===== config.mk =====
export PLATFORM = sky130hd
export DESIGN_NAME = voice_frame_collector
export DESIGN_NICKNAME = d
export VERILOG_FILES = /design/src/rtl/voice_frame_collector_pkg.sv /design/src/rtl/voice_wait_timer.sv /design/src/rtl/voice_frame_collector.sv
export SDC_FILE = /design/constraint.sdc
export NUM_CORES = 2
export LEC_CHECK = 0
export CORE_MARGIN = 10
export CORE_UTILIZATION = 34
export DETAILED_ROUTE_END_ITERATION = 12
export PLACE_DENSITY_LB_ADDON = 0.08
export SYNTH_ARGS = -nofsm -noshare
export SYNTH_HDL_FRONTEND = slang
export SYNTH_HIERARCHICAL = 1
export SYNTH_SLANG_ARGS = --single-unit

===== constraint.sdc =====
create_clock -name clk -period 4 [get_ports clk]
set_clock_uncertainty 0.2 [all_clocks]
set_input_delay 0.8 -clock clk [delete_from_list [all_inputs] [get_ports clk]]
set_output_delay 0.8 -clock clk [all_outputs]
set_load 0.02 [all_outputs]

===== src/rtl/voice_frame_collector_pkg.sv =====
// Shared definitions for the voice frame collector and its downstream mixer:
// collector FSM encoding, default frame geometry and wait timeout.
package voice_frame_collector_pkg;

    localparam int VFC_NUM_VOICES   = 32;
    localparam int VFC_SAMPLE_WIDTH = 16;
    localparam int VFC_FRAME_W      = VFC_NUM_VOICES * VFC_SAMPLE_WIDTH;
    localparam int VFC_TIMEOUT      = 255;

    typedef enum logic [1:0] {
        ST_IDLE    = 2'd0,
        ST_REQUEST = 2'd1,
        ST_WAIT    = 2'd2,
        ST_PUBLISH = 2'd3
    } vfc_state_e;

endpackage


===== src/rtl/voice_wait_timer.sv =====
// Loadable saturating wait counter; o_expired is high once the count reaches LIMIT.
module voice_wait_timer
    import voice_frame_collector_pkg::*;
#(
    parameter  int LIMIT = VFC_TIMEOUT,
    localparam int CNT_W = $clog2(LIMIT + 1)
) (
    input  logic             clk,
    input  logic             reset,
    input  logic             i_clear,
    input  logic             i_load,
    input  logic [CNT_W-1:0] i_load_val,
    input  logic             i_en,
    output logic             o_expired
);

    logic [CNT_W-1:0] r_count;

    always_ff @(posedge clk) begin
        if (reset || i_clear) begin
            r_count <= '0;
        end else if (i_load) begin
            r_count <= i_load_val;
        end else if (i_en && (r_count < CNT_W'(LIMIT))) begin
            r_count <= r_count + 1'b1;
        end
    end

    assign o_expired = (r_count >= CNT_W'(LIMIT));

endmodule


===== src/rtl/voice_frame_collector.sv =====
// Polls a time-multiplexed voice generator once per frame and publishes a double-buffered
// packed frame. Optional per-voice muting is enabled with the VOICE_MUTE_EN macro.
module voice_frame_collector
    import voice_frame_collector_pkg::*;
#(
    parameter  int NUM_VOICES   = VFC_NUM_VOICES,
    parameter  int SAMPLE_WIDTH = VFC_SAMPLE_WIDTH,
    parameter  int TIMEOUT      = VFC_TIMEOUT,
    localparam int IDX_W        = $clog2(NUM_VOICES),
    localparam int FRAME_W      = NUM_VOICES * SAMPLE_WIDTH,
    localparam int CNT_W        = $clog2(TIMEOUT + 1)
) (
    input  logic                           clk,
    input  logic                           reset,
    input  logic                           i_generate_next,
    input  logic                           i_voice_sample_ready,
    input  logic signed [SAMPLE_WIDTH-1:0] i_voice_sample,
`ifdef VOICE_MUTE_EN
    input  logic [NUM_VOICES-1:0]          i_mute_mask,
`endif
    output logic [IDX_W-1:0]               o_voice_index,
    output logic                           o_voice_request,
    output logic [FRAME_W-1:0]             o_samples,
    output logic                           o_samples_ready,
    output logic                           o_overrun,
    output logic                           o_timeout_seen
);

    vfc_state_e         r_state;
    vfc_state_e         w_next_state;
    logic [IDX_W-1:0]   r_idx;
    logic [FRAME_W-1:0] r_shadow;
    logic [FRAME_W-1:0] r_samples;
    logic               r_samples_ready;
    logic               r_overrun;
    logic               r_timeout_seen;

    logic w_muted;
    logic w_expired;
    logic w_start;
    logic w_got;
    logic w_tmo;
    logic w_skip;
    logic w_advance;
    logic w_last;

`ifdef VOICE_MUTE_EN
    logic [NUM_VOICES-1:0] r_mute;

    always_ff @(posedge clk) begin
        if (reset) begin
            r_mute <= '0;
        end else if (w_start) begin
            r_mute <= i_mute_mask;
        end
    end

    assign w_muted = r_mute[r_idx];
`else
    assign w_muted = 1'b0;
`endif

    // A real sample takes priority over an expiry landing in the same cycle.
    assign w_start   = (r_state == ST_IDLE) && i_generate_next;
    assign w_got     = (r_state == ST_WAIT) && i_voice_sample_ready;
    assign w_tmo     = (r_state == ST_WAIT) && !i_voice_sample_ready && w_expired;
    assign w_skip    = (r_state == ST_REQUEST) && w_muted;
    assign w_advance = w_got || w_tmo || w_skip;
    assign w_last    = (r_idx == IDX_W'(NUM_VOICES - 1));

    voice_wait_timer #(
        .LIMIT (TIMEOUT)
    ) u_wait_timer (
        .clk        (clk),
        .reset      (reset),
        .i_clear    (r_state == ST_REQUEST),
        .i_load     (1'b0),
        .i_load_val ({CNT_W{1'b0}}),
        .i_en       (r_state == ST_WAIT),
        .o_expired  (w_expired)
    );

    always_ff @(posedge clk) begin
        if (reset) begin
            r_state <= ST_IDLE;
        end else begin
            r_state <= w_next_state;
        end
    end

    always_comb begin
        w_next_state = r_state;
        case (r_state)
            ST_IDLE: begin
                if (i_generate_next) w_next_state = ST_REQUEST;
            end
            ST_REQUEST: begin
                if (w_muted) w_next_state = w_last ? ST_PUBLISH : ST_REQUEST;
                else         w_next_state = ST_WAIT;
            end
            ST_WAIT: begin
                if (w_got || w_tmo) w_next_state = w_last ? ST_PUBLISH : ST_REQUEST;
            end
            ST_PUBLISH: begin
                w_next_state = ST_IDLE;
            end
            default: w_next_state = ST_IDLE;
        endcase
    end

    always_ff @(posedge clk) begin
        if (reset) begin
            r_idx           <= '0;
            r_shadow        <= '0;
            r_samples       <= '0;
            r_samples_ready <= 1'b0;
            r_overrun       <= 1'b0;
            r_timeout_seen  <= 1'b0;
        end else begin
            if (w_start) r_idx <= '0;
            if (w_advance) begin
                r_shadow[r_idx*SAMPLE_WIDTH +: SAMPLE_WIDTH] <= w_got ? i_voice_sample : '0;
                if (!w_last) r_idx <= r_idx + 1'b1;
            end
            if (w_tmo) r_timeout_seen <= 1'b1;
            if (i_generate_next && (r_state != ST_IDLE)) r_overrun <= 1'b1;
            // Frame copy and its ready pulse land on the same edge.
            if (r_state == ST_PUBLISH) r_samples <= r_shadow;
            r_samples_ready <= (r_state == ST_PUBLISH);
        end
    end

    assign o_voice_index   = r_idx;
    assign o_voice_request = (r_state == ST_REQUEST) && !w_muted;
    assign o_samples       = r_samples;
    assign o_samples_ready = r_samples_ready;
    assign o_overrun       = r_overrun;
    assign o_timeout_seen  = r_timeout_seen;

endmodule


==> reports/qor.yml <==
outcome:
  status: "finished, final reports clean"
clock_tree:
  ctsLongestPathBuffers: 3
  htree_num_levels: 3
  cts_root_buf: "clkbuf_16"
  clk_latency_ns: 0.71
  cts_tree: "yes"
  post_cts_buffers: 0
  hold_buffers: 0
  cts_num_sinks: 1042
  ctsResizeCount: 0
  cts_made_buffers: 117
  clkTransAtPathRegs_ns: 0.07
synth:
  synth-async-reset-ratio_pct: 0
  synth_seq_cells: 1042
  yosys_warnings: 6
  synth.distinct_cells: 58
  synth_flop_cell: "dfxtp_1"
  yosysSeqAreaShare_pct: 50.3
  synth-edff-count: 0
  syn_area_um2: 41500
  synth_cells: 4719
  synth.avg_cell_area_um2: 8.79
floorplan:
  die_x_um: 369
  coreArea_um2: 122000
  start_util_pct: 34.1
  num_rows: 128
  die_area_um2: 136000
  die_h_um: 369
  ios: 541
setup_path:
  crit_path_max_fanout: 18
  end_kind: "register"
  critPathBufInv: 2
  path_cells: "inv_1 > ha_1 > nor3b_1 > ha_2 > buf_4 > nor3_1 > nand3_2 > mux2i_1"
  cpMaxStageDelayCell: "nand3_2"
  startpoint_type: "register"
  reg2reg_slack_ns: 0.63
  critPathMaxStageDelay_ns: 0.58
  cp.required_ns: 4.41
  path_delay_family: "simple AND/OR/NAND/NOR gates"
  cp.arrival_ns: 3.77
  path_class: "register to register"
finish:
  syn2layout_area_growth_pct: 26.4
  multiInputGateArea_um2: 18800
  fill_cells: 12000
  regArea_um2: 20900
  layout_common_cells: "dfxtp_1 (1042), nand2_1 (1035), clkdlybuf4s50_1 (539), a21oi_1 (523), nand3_1 (503)"
  final_util_pct: 43.1
  nNetsFinal: 5088
  drive_above_1_share_pct: 7.33
  layout_commonest_cell: "dfxtp_1"
routing:
  vias: 33500
  wl_um: 148000
  drt-initial-drc-count: 2737
  drt_pass1_iterations: 5
  drc_errors: 0
  antenna_left: 0
  routedWlPerCell_um: 21.8
  detail_route.vias_per_cell: 4.94
sta:
  setup_tns_ns: 0
  slew_violations: 0
  setup_viol_count_final: 0
  maxSlewHeadroom_pct: 28.3
  fin_crit_sh_pct: 84.1
  max_freq_ghz: 0.297
  fin_crit_ns: 3.37
  rsz0062_at_grt: "no"
  worst_pin_slew_ns: 1.08
  hold_violations: 0
pwr:
  leakage_nw: 18.4
  power.density_nw_per_um2: 420
  ir_drop_mv: 0.372
place:
  numPortBuffers: 540
  dp_hpwl_um: 90300
  gp_congestion: 0.737
global_route:
  grt_max_degree: 224
  grt.total_usage_pct: 20.7
  grt_pass1_vias: 32600
  overflow: 0
  grt_pass1_wl_um: 220000
  antenna_found_initial: 4
min_path:
  min_path_type: "register to register"
run:
  drv_cap: 0
[report_power, final]
part / internal [mW] / switching, mW
combinational: 0.177 / 0.451
clock: 6.51 / 4.47
sequential: 10.4 / 0.0157
[tightest hold or removal path: stages, from the launching register on]
cell and delay [ns]:
dfxtp_1 0.31, nand2_1 0.05, a21oi_1 0.05
[sequential cells by signal, indices dropped and copies added (netlist names)]
signal	cells
u_wait_timer/r_count	8
o_samples	512
o_samples_ready	1
r_state	2
o_timeout_seen	1
o_overrun	1
o_voice_index	5
r_shadow	512
[final cells by class]
class                      instances  area share (%)
timing repair buffer             664            12.9
clock buffer                     184            6.78
sequential                      1042            39.8
antenna                            1         0.00477
inverter                          13          0.0930
clock inverter                    30           0.713
tap                             1625            3.88
multi-input combinational       3225            35.9
[path summary, 6_finish.rpt]
check	start	endpoint	cells past startpoint
setup reg to reg	o_voice_index[1]	r_shadow[356]	8
hold / removal	r_shadow[76]	o_samples[76]	2
hold reg to reg	r_shadow[76]	o_samples[76]	2
setup / recovery	o_voice_index[1]	r_shadow[356]	8
[Yosys cell counts, types with 9 or more instances]
library cell | n | area, µm²
clkbuf_1 | 337 | 1260
nand4_4 | 10 | 213
a22o_1 | 16 | 140
buf_2 | 38 | 190
and4_1 | 9 | 78.8
buf_4 | 12 | 90.1
nand2_1 | 1036 | 3890
nor3_1 | 9 | 45.0
nand2b_1 | 501 | 3130
a21oi_1 | 524 | 2620
nor2_1 | 18 | 67.6
inv_1 | 13 | 48.8
mux2i_1 | 498 | 4980
buf_1 | 39 | 146
nand3_1 | 503 | 2520
nor3b_1 | 17 | 128
dfxtp_1 | 1042 | 20900
buf_6 | 12 | 135
[metal layers]
metal	routed length (µm)	GRT usage, %	up-vias
met1	68200	28.1	16100
met2	68300	33.6	826
met3	7830	3.74	187
li1	-	-	16300
met4	3490	5.78	0
met5	0	0	-
[stage by stage]
stage	power [mW]	worst slack (ns)	area, µm²	hold WS, ns	cells
5_1_grt	22.8	0.381	52400	0.259	6783
3_5_place_dp	11.3	0.652	48500	0.243	6569
2_1_floorplan	11.0	0.744	41500	0.232	4727
4_1_cts	22.3	0.605	52400	0.236	6783
3_3_place_gp	11.3	0.665	48500	0.240	6569
6_report	22.0	0.635	52400	0.238	6784
[cell families after synthesis]
family	after synthesis	share of synthesized area (%)
and+or+nand+nor	2142	25.3
DFF	1042	50.3
AOI/OAI and AO/OA	567	7.24
muxes	498	12.0
buffers and inverters	460	4.92
adders and majority gates	5	0.151
xor gates and xnor gates	4	0.103
other	1	0.00904
Note: power is estimated with default switching activity, not from simulation.
